==> src/rtl/edge_event_arbiter_if.sv <==
// Valid/ready event channel between edge_event_arbiter (master) and its consumer (slave).
interface edge_event_arbiter_if #(
    parameter int WIDTH = 8,
    parameter int IDX_W = $clog2(WIDTH)
);
    logic             ev_valid;
    logic             ev_ready;
    logic [IDX_W-1:0] ev_idx;

    modport master (output ev_valid, output ev_idx, input ev_ready);
    modport slave  (input ev_valid, input ev_idx, output ev_ready);
endinterface

==> src/rtl/edge_event_arbiter.sv <==
// Latches masked rising edges as pending events and offers them round-robin over a valid/ready channel.
// Optional sticky overflow flags are built when EDGE_EVENT_ARBITER_OVF_EN is defined.
module edge_event_arbiter #(
    parameter int WIDTH = 8,
    parameter int IDX_W = $clog2(WIDTH)
) (
    input  logic                 clk,
    input  logic                 anrst,
    input  logic [WIDTH-1:0]     i_in,
    input  logic [WIDTH-1:0]     i_mask,
    edge_event_arbiter_if.master io_ev,
    output logic [WIDTH-1:0]     o_pending,
    output logic [WIDTH-1:0]     o_ovf,
    input  logic [WIDTH-1:0]     i_ovf_clr
);

    typedef enum logic [0:0] {
        ST_IDLE  = 1'b0,
        ST_OFFER = 1'b1
    } state_t;

    logic [WIDTH-1:0] r_in_d;
    logic [WIDTH-1:0] r_pend;
    state_t           r_state;
    logic             r_valid;
    logic [IDX_W-1:0] r_idx;
    logic [IDX_W-1:0] r_ptr;

    logic [WIDTH-1:0] w_rise;
    logic             w_hs;
    logic [WIDTH-1:0] w_acc;
    logic [WIDTH-1:0] w_rem;
    logic [IDX_W-1:0] w_ptr_inc;
    state_t           w_state_nx;
    logic             w_valid_nx;
    logic [IDX_W-1:0] w_idx_nx;
    logic [IDX_W-1:0] w_ptr_nx;

    function automatic logic [WIDTH-1:0] f_onehot(input logic [IDX_W-1:0] idx);
        logic [WIDTH-1:0] v;
        v      = {WIDTH{1'b0}};
        v[idx] = 1'b1;
        return v;
    endfunction

    // First set bit of req searching upward from base, wrapping WIDTH-1 to 0.
    function automatic logic [IDX_W-1:0] f_rr_pick(input logic [WIDTH-1:0] req,
                                                   input logic [IDX_W-1:0] base);
        logic [IDX_W-1:0] sel;
        logic [IDX_W-1:0] j_idx;
        logic             hit;
        int               j;
        sel = base;
        hit = 1'b0;
        for (int i = 0; i < WIDTH; i++) begin
            j = int'(base) + i;
            if (j >= WIDTH) begin
                j = j - WIDTH;
            end else begin
                j = j;
            end
            j_idx = IDX_W'(j);
            if (!hit && req[j_idx]) begin
                sel = j_idx;
                hit = 1'b1;
            end else begin
                hit = hit;
            end
        end
        return sel;
    endfunction

    assign w_rise    = i_in & ~r_in_d & i_mask;
    assign w_hs      = r_valid & io_ev.ev_ready;
    assign w_acc     = w_hs ? f_onehot(r_idx) : {WIDTH{1'b0}};
    assign w_rem     = r_pend & ~w_acc;
    assign w_ptr_inc = (r_idx == IDX_W'(WIDTH - 1)) ? {IDX_W{1'b0}} : (r_idx + {{(IDX_W-1){1'b0}}, 1'b1});

    // Edge-detect delay line and pending set/clear; a rise on the accepted bit keeps it pending.
    always_ff @(posedge clk or negedge anrst) begin
        if (!anrst) begin
            r_in_d <= {WIDTH{1'b0}};
            r_pend <= {WIDTH{1'b0}};
        end else begin
            r_in_d <= i_in;
            r_pend <= (r_pend | w_rise) & ~(w_acc & ~w_rise);
        end
    end

    // Scheduler next-state: offer from ptr, back-to-back while events remain after a handshake.
    always_comb begin
        w_state_nx = r_state;
        w_valid_nx = r_valid;
        w_idx_nx   = r_idx;
        w_ptr_nx   = r_ptr;
        case (r_state)
            ST_IDLE: begin
                if (r_pend != {WIDTH{1'b0}}) begin
                    w_idx_nx   = f_rr_pick(r_pend, r_ptr);
                    w_valid_nx = 1'b1;
                    w_state_nx = ST_OFFER;
                end else begin
                    w_valid_nx = 1'b0;
                end
            end
            ST_OFFER: begin
                if (w_hs) begin
                    w_ptr_nx = w_ptr_inc;
                    if (w_rem != {WIDTH{1'b0}}) begin
                        w_idx_nx   = f_rr_pick(w_rem, w_ptr_inc);
                        w_valid_nx = 1'b1;
                        w_state_nx = ST_OFFER;
                    end else begin
                        w_valid_nx = 1'b0;
                        w_state_nx = ST_IDLE;
                    end
                end else begin
                    w_valid_nx = 1'b1;
                end
            end
            default: begin
                w_valid_nx = 1'b0;
                w_state_nx = ST_IDLE;
            end
        endcase
    end

    // Scheduler state register; ev_valid/ev_idx come straight from flops.
    always_ff @(posedge clk or negedge anrst) begin
        if (!anrst) begin
            r_state <= ST_IDLE;
            r_valid <= 1'b0;
            r_idx   <= {IDX_W{1'b0}};
            r_ptr   <= {IDX_W{1'b0}};
        end else begin
            r_state <= w_state_nx;
            r_valid <= w_valid_nx;
            r_idx   <= w_idx_nx;
            r_ptr   <= w_ptr_nx;
        end
    end

`ifdef EDGE_EVENT_ARBITER_OVF_EN
    logic [WIDTH-1:0] r_ovf;

    // Sticky overflow: a rise on an already-pending, not-accepted bit; set beats clear.
    always_ff @(posedge clk or negedge anrst) begin
        if (!anrst) begin
            r_ovf <= {WIDTH{1'b0}};
        end else begin
            r_ovf <= (r_ovf & ~i_ovf_clr) | (w_rise & r_pend & ~w_acc);
        end
    end

    assign o_ovf = r_ovf;
`else
    logic w_unused_ovf_clr;
    assign w_unused_ovf_clr = ^i_ovf_clr;
    assign o_ovf            = {WIDTH{1'b0}};
`endif

    assign o_pending      = r_pend;
    assign io_ev.ev_valid = r_valid;
    assign io_ev.ev_idx   = r_idx;

endmodule

==> src/flat_wrapper.sv <==
// flat-port wrapper written by rule: the top's interface ports become plain ports
module edge_event_arbiter_flat 
#(
    parameter int WIDTH = 8,
    parameter int IDX_W = $clog2(WIDTH)
)
  (clk, anrst, i_in, i_mask, o_pending, o_ovf, i_ovf_clr, io_ev_ev_valid, io_ev_ev_idx, io_ev_ev_ready);
  edge_event_arbiter_if #(.WIDTH(WIDTH), .IDX_W(IDX_W)) io_ev_i ();
  input  logic clk;
  input  logic anrst;
  input  logic [WIDTH-1:0] i_in;
  input  logic [WIDTH-1:0] i_mask;
  output logic [WIDTH-1:0] o_pending;
  output logic [WIDTH-1:0] o_ovf;
  input  logic [WIDTH-1:0] i_ovf_clr;
  output wire logic [$bits(io_ev_i.ev_valid)-1:0] io_ev_ev_valid;
  output wire logic [$bits(io_ev_i.ev_idx)-1:0] io_ev_ev_idx;
  input wire logic [$bits(io_ev_i.ev_ready)-1:0] io_ev_ev_ready;
  assign io_ev_ev_valid = io_ev_i.ev_valid;
  assign io_ev_ev_idx = io_ev_i.ev_idx;
  assign io_ev_i.ev_ready = io_ev_ev_ready;
  edge_event_arbiter #(.WIDTH(WIDTH), .IDX_W(IDX_W)) u_core (.clk(clk), .anrst(anrst), .i_in(i_in), .i_mask(i_mask), .io_ev(io_ev_i), .o_pending(o_pending), .o_ovf(o_ovf), .i_ovf_clr(i_ovf_clr));
endmodule
==> config.mk <==
export PLATFORM = sky130hd
export DESIGN_NAME = edge_event_arbiter_flat
export DESIGN_NICKNAME = d
export VERILOG_FILES = /design/src/rtl/edge_event_arbiter_if.sv /design/src/rtl/edge_event_arbiter.sv /design/src/flat_wrapper.sv
export SDC_FILE = /design/constraint.sdc
export NUM_CORES = 1
export LEC_CHECK = 0
export ABC_AREA = 1
export BUFFER_PORTS_ARGS = -buffer_cell sky130_fd_sc_hd__buf_4
export CELL_PAD_IN_SITES_DETAIL_PLACEMENT = 0
export CELL_PAD_IN_SITES_GLOBAL_PLACEMENT = 2
export CORE_ASPECT_RATIO = 1.1
export CORE_MARGIN = 3
export CORE_UTILIZATION = 28
export DETAILED_ROUTE_END_ITERATION = 10
export GPL_ROUTABILITY_DRIVEN = 0
export PLACE_DENSITY_LB_ADDON = 0.05
export REMOVE_ABC_BUFFERS = 1
export SETUP_SLACK_MARGIN = 0.05
export SLEW_MARGIN = 20
export SYNTH_ARGS = -nofsm -noshare
export SYNTH_HDL_FRONTEND = slang
export SYNTH_SLANG_ARGS = --single-unit
==> constraint.sdc <==
create_clock -name clk -period 2.55 [get_ports clk]
set_input_delay 0.3825 -clock clk [delete_from_list [all_inputs] [get_ports clk]]
set_output_delay 0.3825 -clock clk [all_outputs]
set_load 0.005 [all_outputs]
==> results list, run 1 <==
- Result of the run: finished, violations left
- The checks that failed: negative setup slack.
- Adder and majority cell fraction of the synthesized area: 4.19%
- Count of final setup violators: 2
- The final layout contains routed wiring with a total length of 8.72 mm.
- Reg-to-reg startpoint: u_core.io_ev.ev_idx[1]
* Hold violation count in the final report: 0
- Across all setup checks in the final design, the least slack found is -0.0486 ns.
- Simple-gate share of the synthesized area: 51.4%
* Required time at the endpoint of the critical path: 2.72 ns
- Buffer type at the clock tree root: clkbuf_8
- Layout-stage area growth over the synthesis result: 33.1%
* Global-route wire length before repair: 14.5 mm
- The critical path starts at u_core.io_ev.ev_idx[1].
* # fillers: 1015
* Crit path kind: reg -> reg
- In the synthesized netlist the async set-or-reset flop fraction comes to 100%.
- Die width: 99.4 µm
- Sequential share of the synthesized area: 21.4%
- Worst path top cell family by delay: simple AND/OR/NAND/NOR gates
- Clock network latency to the later pin of the worst-skew pair: 0.28 ns
- Worst Setup End Kind: flop
- Buffers inserted during clock tree synthesis total 3.
* Number of antenna violations at the first check in global routing: 0
- For this design, the sink count on the clock tree is 23.
* Most numerous cell in the Yosys netlist: nand2_1
* Dominant combinational cell family by area after synthesis: simple AND/OR/NAND/NOR gates
- Crit share post-route: 102%
* Metal2 WL: 4.43 mm
- Top cells by area, synth: dfrtp_1 (21%), nand2_1 (17%), nand3_1 (13%), inv_1 (6.3%), nand3_2 (6.0%)
* Arrival @ worst endpoint: 2.76 ns
* Master of the slowest instance on the critical path: dfrtp_1
- TritonCTS built the clock tree.
* Number of global-route vias before repair: 3004
* Row count: 36
* Worst Hold Margin: 0.214 ns
- The critical path contains buffers and inverters numbering 3 combined.
* Area of the die: 10800 µm²
- Primary flip-flop cell chosen by synthesis mapping: dfrtp_1
- For this block, the via count after detailed routing is 2865.
* Detailed-router iteration count before antenna repair: 4
- Starting Density: 29.5%
- Maximum operating frequency: 385 MHz
- DRT antenna net count: 0
- Routed wirelength normalized by instance count: 14.3 µm
* Share of cells above drive strength 1: 35.1%
* Multiplexer area fraction after synthesis: 0%
- FF+latch count, synth: 23
- Clock-pin slew was measured on the worst setup and hold paths at 0.10 ns.
- Total inserted antenna cells: 0
- The die is 109 µm tall.
* Max Slew Vio Count: 0
* Buffers from clock root to sink, at most: 2
- The worst setup path is launched from a flop.
- Number of remaining DRC errors: 0
- Count of input and output buffers: 30
* Initial drt markers: 99
- In the final design database the tool counted 533 nets.
- The share of synthesized area in the top cell type comes to 21.4%.
- Setup repair after global routing could not meet its margin everywhere.
- In the final routing, the length of wire on met1 measures 3.83 mm.
* Overall Global Routing Usage: 16.8%
- In this design, the stage delay of the slowest critical-path cell is 0.40 ns.
- H-tree levels: 1
- Detailed routing placed a total of 131 µm of wire on met3.
- Post-synthesis average cell area: 6.56 µm²
- In this design, the critical path's most frequently occurring cell is nand2_1.
- Maximum Capacitance Violations: 0
- Ordered cell list for the critical path: ha_2 -> ha_4 -> nor2_8 -> inv_4 -> ha_4 -> buf_6 -> nand3_4 -> nand3_2 -> nand2_4 -> nor2_8 -> nand2_4 -> nor2_4 -> nand2_4 -> nor2_4 -> nand2_2 -> nand2_1 -> inv_1 -> nand2_1 -> nand2_1 -> nand2_1 -> a21boi_2
- Maximum number of pins on one net before global-route repair: 24
* Top layer reached by signal wires: met4
- The synthesized netlist devotes 1.91% of its cell area to XOR and XNOR gates.
- Post-DR vias/cell: 4.70
* Hold wc startpoint: i_in[5]
- The total overflow left after global routing is 0.
- The HPWL after detailed placement is 7.29 mm.
- The number of different library cells used by synthesis comes to 40.
- By count the netlist is led by nand2_1 (119), nand3_1 (69), inv_1 (45), dfrtp_1 (23), nor2_1 (19).
* Syn Inst Count: 410
- Top-Level Pins: 47
- Aggregate negative setup slack: -0.0794 ns
- Syn Std Cell Area: 2690 µm²
* Largest area contributor in the netlist: dfrtp_1
* Number of enable flip-flop cells after synthesis: 0
* Tmin final: 2.60 ns
- Largest driver fanout on the critical path: 4
- The synthesized netlist devotes 7.40% of its cell area to compound gates.
- In this run the standard cell core region covers 9100 µm².
* Fin Clk Skew: 0.00779 ns
* Number of synthesis warnings: 0
- The min-delay analysis places its worst path in the category in -> reg.
## path summary, 6_finish.rpt
check	to	depth (start not counted)	slack, ns
hold / removal	u_core.r_in_d[5]	1	0.21
setup / recovery	u_core.io_ev.ev_idx[1]	21	-0.05
min in group asynchronous	u_core.r_in_d[2]	2	0.53
hold reg to reg	u_core.o_pending[1]	2	0.50
setup reg to reg	u_core.io_ev.ev_idx[1]	21	-0.05
max in group asynchronous	u_core.io_ev.ev_idx[2]	2	1.77
## flip-flops by register name, summed over array words and instances, names as in the netlist
register             flops
u_core.o_pending         8
u_core.r_in_d            8
u_core.io_ev.ev_idx      3
u_core.r_ptr             3
u_core.r_state           1
## timing repair
action	in CTS	in global routing
gates resized for setup	20	9
setup buffers	2	2
pin swaps	14	4
setup endpoints to repair	3	3
endpoints found under the hold margin	16	0
hold buffers	1	0
## logic make-up after synthesis
group / Yosys count
XOR/XNOR: 5
AO/OA/AOI/OAI: 33
buffers and inverters: 74
AND/OR/NAND/NOR: 265
other: 1
adder cells (fa/ha/maj): 9
flip-flops: 23
## per-stage QoR
step,setup WS (ns),instances,utilization [%],area (µm²)
CTS,-0.0514,608,38.8,3530
floorplan,-0.455,401,-,2570
global placement,-0.269,601,36.9,3360
detailed placement,-0.280,601,36.9,3360
finish,-0.0486,610,39.3,3580
global route,-0.245,610,39.3,3580
## metal layers
layer / vias to the layer above / GRT usage [%]
li1: 1496 / -
met1: 1310 / 19.2
met2: 40 / 32.1
met3: 19 / 1.15
met4: 0 / 7.02
met5: - / 0
## cell usage in the layout, fill, tap and decap left out, types with 8 or more instances in the layout
cell and count:
buf_4 89, conb_1 8, dfrtp_1 23, inv_1 43
inv_2 11, nand2_1 115, nand2_2 10, nand3_1 59
nand3_2 24, nand4_1 10, nor2_1 16, o21ai_0 13
## cell type report
type	instances	area, µm²	share of cell area (%)
clock inverters	1	7.51	0.210
repair buffers	91	689	19.3
multi-input cells	320	1900	53.0
well taps	114	143	3.99
inverters	58	224	6.26
flip-flops and latches	23	576	16.1
clock buffers	3	41.3	1.15
## worst reg2reg max path: cells and delay by family (launching register included)
| kind | cells | cell delay [ns] |
|---|---|---|
| AND/OR/NAND/NOR | 14 | 1.18 |
| adder cells (fa/ha/maj) | 3 | 0.67 |
| flip-flops | 1 | 0.40 |
| buffers and inverters | 3 | 0.22 |
| AO/OA/AOI/OAI | 1 | 0.05 |
Power of run 1 is left out: the tool's default activity adds up to more than one toggle a clock period on the data nets, which glitch-free logic cannot reach.
==> run 2: changes to the inputs <==
--- a/config.mk
+++ b/config.mk
@@ -7,13 +7,12 @@
 export LEC_CHECK = 0
 export ABC_AREA = 1
 export BUFFER_PORTS_ARGS = -buffer_cell sky130_fd_sc_hd__buf_4
-export CELL_PAD_IN_SITES_DETAIL_PLACEMENT = 0
-export CELL_PAD_IN_SITES_GLOBAL_PLACEMENT = 2
 export CORE_ASPECT_RATIO = 1.1
 export CORE_MARGIN = 3
-export CORE_UTILIZATION = 28
+export CORE_UTILIZATION = 50
 export DETAILED_ROUTE_END_ITERATION = 10
 export GPL_ROUTABILITY_DRIVEN = 0
+export GPL_TIMING_DRIVEN = 0
 export PLACE_DENSITY_LB_ADDON = 0.05
 export REMOVE_ABC_BUFFERS = 1
 export SETUP_SLACK_MARGIN = 0.05
==> run 2 against run 1 <==
- the flow still finishes with violations (negative setup slack)
- global-route usage is 5.5 points higher
- sequential share of layout area is 1.1 points higher
- clock-buffer cell count stayed put
- critical path depth is 1 lower
- non-clock buffer count is 39 lower
- maximum frequency is 5.1% lower
- wire length is 16% lower
- via count is 3.1% lower
- clock skew is 0.0042 ns lower
- cell count is 13% lower
- setup slack worse by 0.14 ns
- flip-flop and latch count stayed put
- critical path type unchanged
- highest routed layer unchanged
==> results list, run 2 (synthesis results as in run 1) <==
- Result of the run: finished, violations left
- Failing checks: negative setup slack
- Across all setup checks in the final design, the least slack found is -0.189 ns.
- After layout, the minimum clock period comes to 2.74 ns.
* Arrival @ worst endpoint: 2.91 ns
- DRT antenna net count: 0
* Buffers & Inverters on Critical Path: 3
- TritonCTS built the clock tree.
- Post-DR vias/cell: 5.25
- Number of buffers inserted during clock tree synthesis: 3
* Die width: 75.9 µm
- Across the run, the number of max-cap violations was 0.
- The number of antenna violations at the first check in global routing is 0.
- Final core utilization: 66.1%
* Routed wirelength normalized by instance count: 13.8 µm
* Buffer type at the clock tree root: clkbuf_8
* Ordered cell list for the critical path: ha_4 -> ha_4 -> nor2_8 -> inv_8 -> ha_4 -> inv_6 -> nand3_1 -> nand2_2 -> nor2_4 -> nor2_4 -> inv_2 -> nor2_4 -> nand2_4 -> nor2_4 -> nand2_2 -> nor2_2 -> nor2_1 -> nand2_1 -> nand2_1 -> a21boi_2
* Share of cells above drive strength 1: 33.0%
- Placeable core region: 5100 µm²
* Count of final setup violators: 3
- Area used by multi-input combinational logic: 2020 µm²
* Initial drt markers: 151
* Number of remaining DRC errors: 0
* Minimum setup slack after placement: -0.938 ns
* Layout-stage area growth over the synthesis result: 25.4%
- After detailed routing, the total wire length is 7.29 mm.
- Derived from the worst setup path, the maximum achievable clock frequency is 365 MHz.
- Hpwl dp: 5.33 mm
- The worst setup path is captured at a flop.
- In the layout the commonest cells are nand2_1 (114), nand3_1 (56), buf_4 (51).
- Crit share post-route: 107%
- Starting Density: 52.7%
- The worst setup path is launched from a flop.
- Aggregate negative setup slack: -0.477 ns
* Register cell area after layout: 581 µm²
- Clock transition at the register clock pins on the worst setup and hold paths after CTS: 0.09 ns
* Crit path kind: reg -> reg
- The first global-routing pass estimated 11.8 mm of wire.
- For the worst setup path, the data required time is 2.72 ns.
* Buffers from clock root to sink, at most: 2
- For this run, the post-layout net count is 494.
- Count of input and output buffers: 30
* Detailed-router iteration count before antenna repair: 4
* Total clock sinks: 23
- The slowest stage of the critical path is the dfrtp_2 cell.
- # fillers: 474
- Maximum number of pins on one net before global-route repair: 24
* Worst Hold Margin: 0.222 ns
- Leaving out fill and tap cells, the most frequent cell in the layout is nand2_1.
* H-tree levels: 1
- The total overflow left after global routing is 0.
* Row count: 27
- Setup repair after global routing could not meet its margin everywhere.
* Via count: 2776
- Vertical die dimension: 82.9 µm
* Total inserted antenna cells: 0
* Worst path top cell family by delay: simple AND/OR/NAND/NOR gates
- Overall Global Routing Usage: 22.3%
- Top-Level Pins: 47
- Hold violation count in the final report: 0
- Number of global-route vias before repair: 2610
- In this design, the stage delay of the slowest critical-path cell is 0.44 ns.
- The cell that appears most often on the critical path is nor2_4.
- Classification of the worst-slack hold path: in -> reg
* Largest driver fanout on the critical path: 6
- Clock network latency to the later pin of the worst-skew pair: 0.27 ns
- Across the routed clock network, the largest skew measured is 0.00361 ns.
- Area of the die: 6290 µm²
- The number of pins with negative max-slew slack in the final report is 0.
==> run 2: cell count changes in the layout (fill, tap and decap cells not counted), moves of 3 or more <==
cell     change
buf_4       -38
dfrtp_1      -4
dfrtp_2      +4
nand3_1      -3
nand3_4      +4
nor2_2       -3
nor2_4       +4
==> run 2: layer usage <==
| metal | vias up | wire, µm | GRT usage [%] |
|---|---|---|---|
| li1 | 1421 | - | - |
| met1 | 1246 | 3230 | 29.2 |
| met2 | 92 | 3570 | 39.0 |
| met3 | 17 | 362 | 2.17 |
| met4 | 0 | 131 | 6.26 |
| met5 | - | 0 | 0 |
==> run 2: cell type report <==
| type | instances | area share (%) |
|---|---|---|
| inverters | 58 | 7.16 |
| clock inverters | 1 | 0.223 |
| well taps | 72 | 2.67 |
| flip-flops and latches | 23 | 17.2 |
| clock buffers | 3 | 1.22 |
| multi-input cells | 320 | 59.8 |
| repair buffers | 52 | 11.7 |
==> run 2: final timing paths <==
path / from / end / slack [ns] / cells after the start
setup / recovery: u_core.io_ev.ev_idx[0] / u_core.io_ev.ev_idx[1] / -0.19 / 20
hold / removal: i_in[5] / u_core.r_in_d[5] / 0.22 / 1
setup reg to reg: u_core.io_ev.ev_idx[0] / u_core.io_ev.ev_idx[1] / -0.19 / 20
hold reg to reg: u_core.r_in_d[6] / u_core.o_pending[6] / 0.49 / 2
max in group asynchronous: anrst / u_core.io_ev.ev_idx[0] / 1.77 / 2
min in group asynchronous: anrst / u_core.o_pending[4] / 0.53 / 2
==> run 2: through the flow <==
stage	instance area [µm²]	cells
3_5_place_dp	2890	503
6_report	3370	529
2_1_floorplan	2570	401
5_1_grt	3370	529
3_3_place_gp	2890	503
4_1_cts	3230	524
==> run 2: repair_timing <==
item                                    in CTS  in global routing
hold buffers                                 1                  0
endpoints found under the hold margin       23                  0
pin swaps                                   20                 25
resized for setup                           41                 24
endpoints found under the setup margin       3                  3
buffers inserted                            16                  5
Power of run 2 is left out for the same reason.
==> run 3: changes to the inputs <==
--- a/config.mk
+++ b/config.mk
@@ -7,7 +7,7 @@
 export LEC_CHECK = 0
 export ABC_AREA = 1
 export BUFFER_PORTS_ARGS = -buffer_cell sky130_fd_sc_hd__buf_4
-export CORE_ASPECT_RATIO = 1.1
+export CORE_ASPECT_RATIO = 0.7
 export CORE_MARGIN = 3
 export CORE_UTILIZATION = 50
 export DETAILED_ROUTE_END_ITERATION = 10
==> run 3 against run 2 <==
- the flow still finishes with violations (negative setup slack)
- worst hold slack lost 0.0081 ns
- setup slack improved by 0.089 ns
- flip-flop and latch count stayed put
- global-route usage grew 2.3 points
- final area fell by 3.2%
- first-iteration DRC count rose by 97%
- via count rose by 1.8%
- critical path depth up 2
- highest routed layer unchanged
==> results list, run 3 (synthesis results as in run 1) <==
- The cell family contributing the most delay on the critical path is simple AND/OR/NAND/NOR gates.
* Overall Global Routing Usage: 24.6%
* Hold violation count in the final report: 0
* H-tree levels: 1
- The run finished, with violations left.
- The final reports fail on negative setup slack.
- The worst register-to-register path ends at u_core.io_ev.ev_idx[2].
* Arrival @ worst endpoint: 2.82 ns
* Worst Setup End Kind: flop
- Maximum number of pins on one net before global-route repair: 24
- Hold timing on the final database bottoms out at a slack of 0.214 ns.
- Clock transition at the register clock pins on the worst setup and hold paths after CTS: 0.09 ns
* Initial drt markers: 297
- In this design, the stage delay of the slowest critical-path cell is 0.45 ns.
- Routed WL: 7.40 mm
* Hpwl dp: 5.56 mm
- For the pin with the worst max-slew slack, the measured transition is 0.601 ns.
* Unrepaired setup endpoints after global routing: true
- The count of cells in the finished layout, fillers not included, comes to 523.
- Post-DR vias/cell: 5.41
* Share of cells above drive strength 1: 30.0%
- In this run the vertical extent of the chip is 67.3 µm.
- Die width: 93.6 µm
- The floorplan has 21 rows.
* Layout-stage area growth over the synthesis result: 21.5%
* Smallest setup slack after layout: -0.100 ns
- Placeable core region: 4990 µm²
- TritonCTS clock tree: yes
- No sink is reached through more buffers than the 2 on the longest clock path.
- Global-route wire length before repair: 12.1 mm
* Crit path kind: reg -> reg
- Largest driver fanout on the critical path: 6
- Once layout is complete, the utilization of the core stands at 65.4%.
* Logic depth of the worst setup path including buffers: 22
* Max Slew Vio Count: 0
- Maximum Capacitance Violations: 0
- # fillers: 452
* Number of global-route vias before repair: 2444
- The number of antenna violations at the first check in global routing is 0.
- Maximum operating frequency: 377 MHz
* Crit share post-route: 104%
* Placed Instances: 500
* Master of the slowest instance on the critical path: dfrtp_2
- Number of remaining DRC errors: 0
* Most frequent standard cell in the layout excluding fill and tap cells: nand2_1
* Final net count: 491
* Routed wirelength normalized by instance count: 14.2 µm
- TritonCTS created 3 clock buffers.
- The smallest clock period supported by the final layout is computed as 2.65 ns.
- At the later pin of the worst-skew pair, clock insertion delay measures 0.27 ns.
- The worst setup path is launched from a flop.
* Count of final setup violators: 3
- Reg-to-reg startpoint: u_core.io_ev.ev_idx[0]
- Together, buffers and inverters on the worst path number 5.
* Worst setup path end: u_core.io_ev.ev_idx[2]
* Crit path top cell by count: nand2_1
- In the layout the commonest cells are nand2_1 (117), nand3_1 (60), buf_4 (48).
- The clock drives 23 sinks.
- Area of the die: 6310 µm²
- In this run the count of I/O pins placed on the die edge is 47.
- The min-delay analysis places its worst path in the category in -> reg.
- For this run the aggregate overflow at the end of global routing stands at 0.
* Total inserted antenna cells: 0
- Final instance area: 3260 µm²
- For the final database, setup skew stands at 0.0112 ns.
- Tracing the worst setup path back leads to its startpoint at u_core.io_ev.ev_idx[0].
- Buffer type at the clock tree root: clkbuf_8
- The critical path goes through ha_4 -> ha_4 -> nor2_8 -> inv_8 -> ha_4 -> inv_8 -> nand3_4 -> nand3_2 -> nand2_4 -> nor2_8 -> buf_4 -> buf_4 -> nand4_1 -> nand2_1 -> inv_1 -> nand2_1 -> nand3_2 -> nand3_2 -> nand2_1 -> nand2_1 -> nand2_1 -> nand2_1.
* Required time at the endpoint of the critical path: 2.72 ns
- Across all register-to-register paths, the minimum setup slack is -0.10 ns.
- Relative slew slack: 59.5%
- DRT antenna net count: 0
* Reg2Reg Depth: 22
- The routed layout has 2827 vias.
* Detailed-router iteration count before antenna repair: 5
* Count of input and output buffers: 30
- Once placement finished, the instance area stood at 2880 µm².
- Starting Density: 53.8%
-- run 3: cell type report --
type / instances / area [µm²] / area share [%]
multi-input cells: 320 / 1930 / 59.2
repair buffers: 49 / 370 / 11.3
well taps: 69 / 86.3 / 2.64
clock buffers: 4 / 45.0 / 1.38
inverters: 58 / 249 / 7.63
flip-flops and latches: 23 / 582 / 17.8
-- run 3: timing repair --
item,in CTS,in global routing
endpoints found under the hold margin,2,0
setup endpoints to repair,3,3
pin swaps,13,11
setup buffers,12,6
resized for setup,27,21
hold buffers,1,0
-- run 3: metrics by stage --
stage,TNS (ns),setup slack (ns)
2_1_floorplan,-1.32,-0.455
3_3_place_gp,-2.38,-0.811
3_5_place_dp,-2.64,-0.893
4_1_cts,-0.265,-0.0912
5_1_grt,-0.693,-0.250
6_report,-0.219,-0.100
-- run 3: how the worst min path moves through the flow --
stage | from | endpoint | slack (ns) | cells past startpoint
after floorplan | anrst | u_core.io_ev.ev_idx[0] | 0.09 | 0
after global placement | anrst | u_core.io_ev.ev_idx[1] | 0.30 | 1
after detailed placement | anrst | u_core.io_ev.ev_idx[1] | 0.30 | 1
after CTS | i_in[4] | u_core.r_in_d[4] | 0.22 | 1
after global routing | i_in[4] | u_core.r_in_d[4] | 0.21 | 1
final | i_in[4] | u_core.r_in_d[4] | 0.21 | 1
-- run 3: layer usage --
layer  global-route usage [%]  vias up  share of wire (%)  wire length, µm
met5                        0        -                  0                0
met1                     39.1     1275                 50             3680
met2                     35.1      131                 40             2950
met4                     3.60        0               0.47               35
met3                     4.01        5                 10              739
li1                         -     1416                  -                -
Power of run 3 is left out for the same reason.
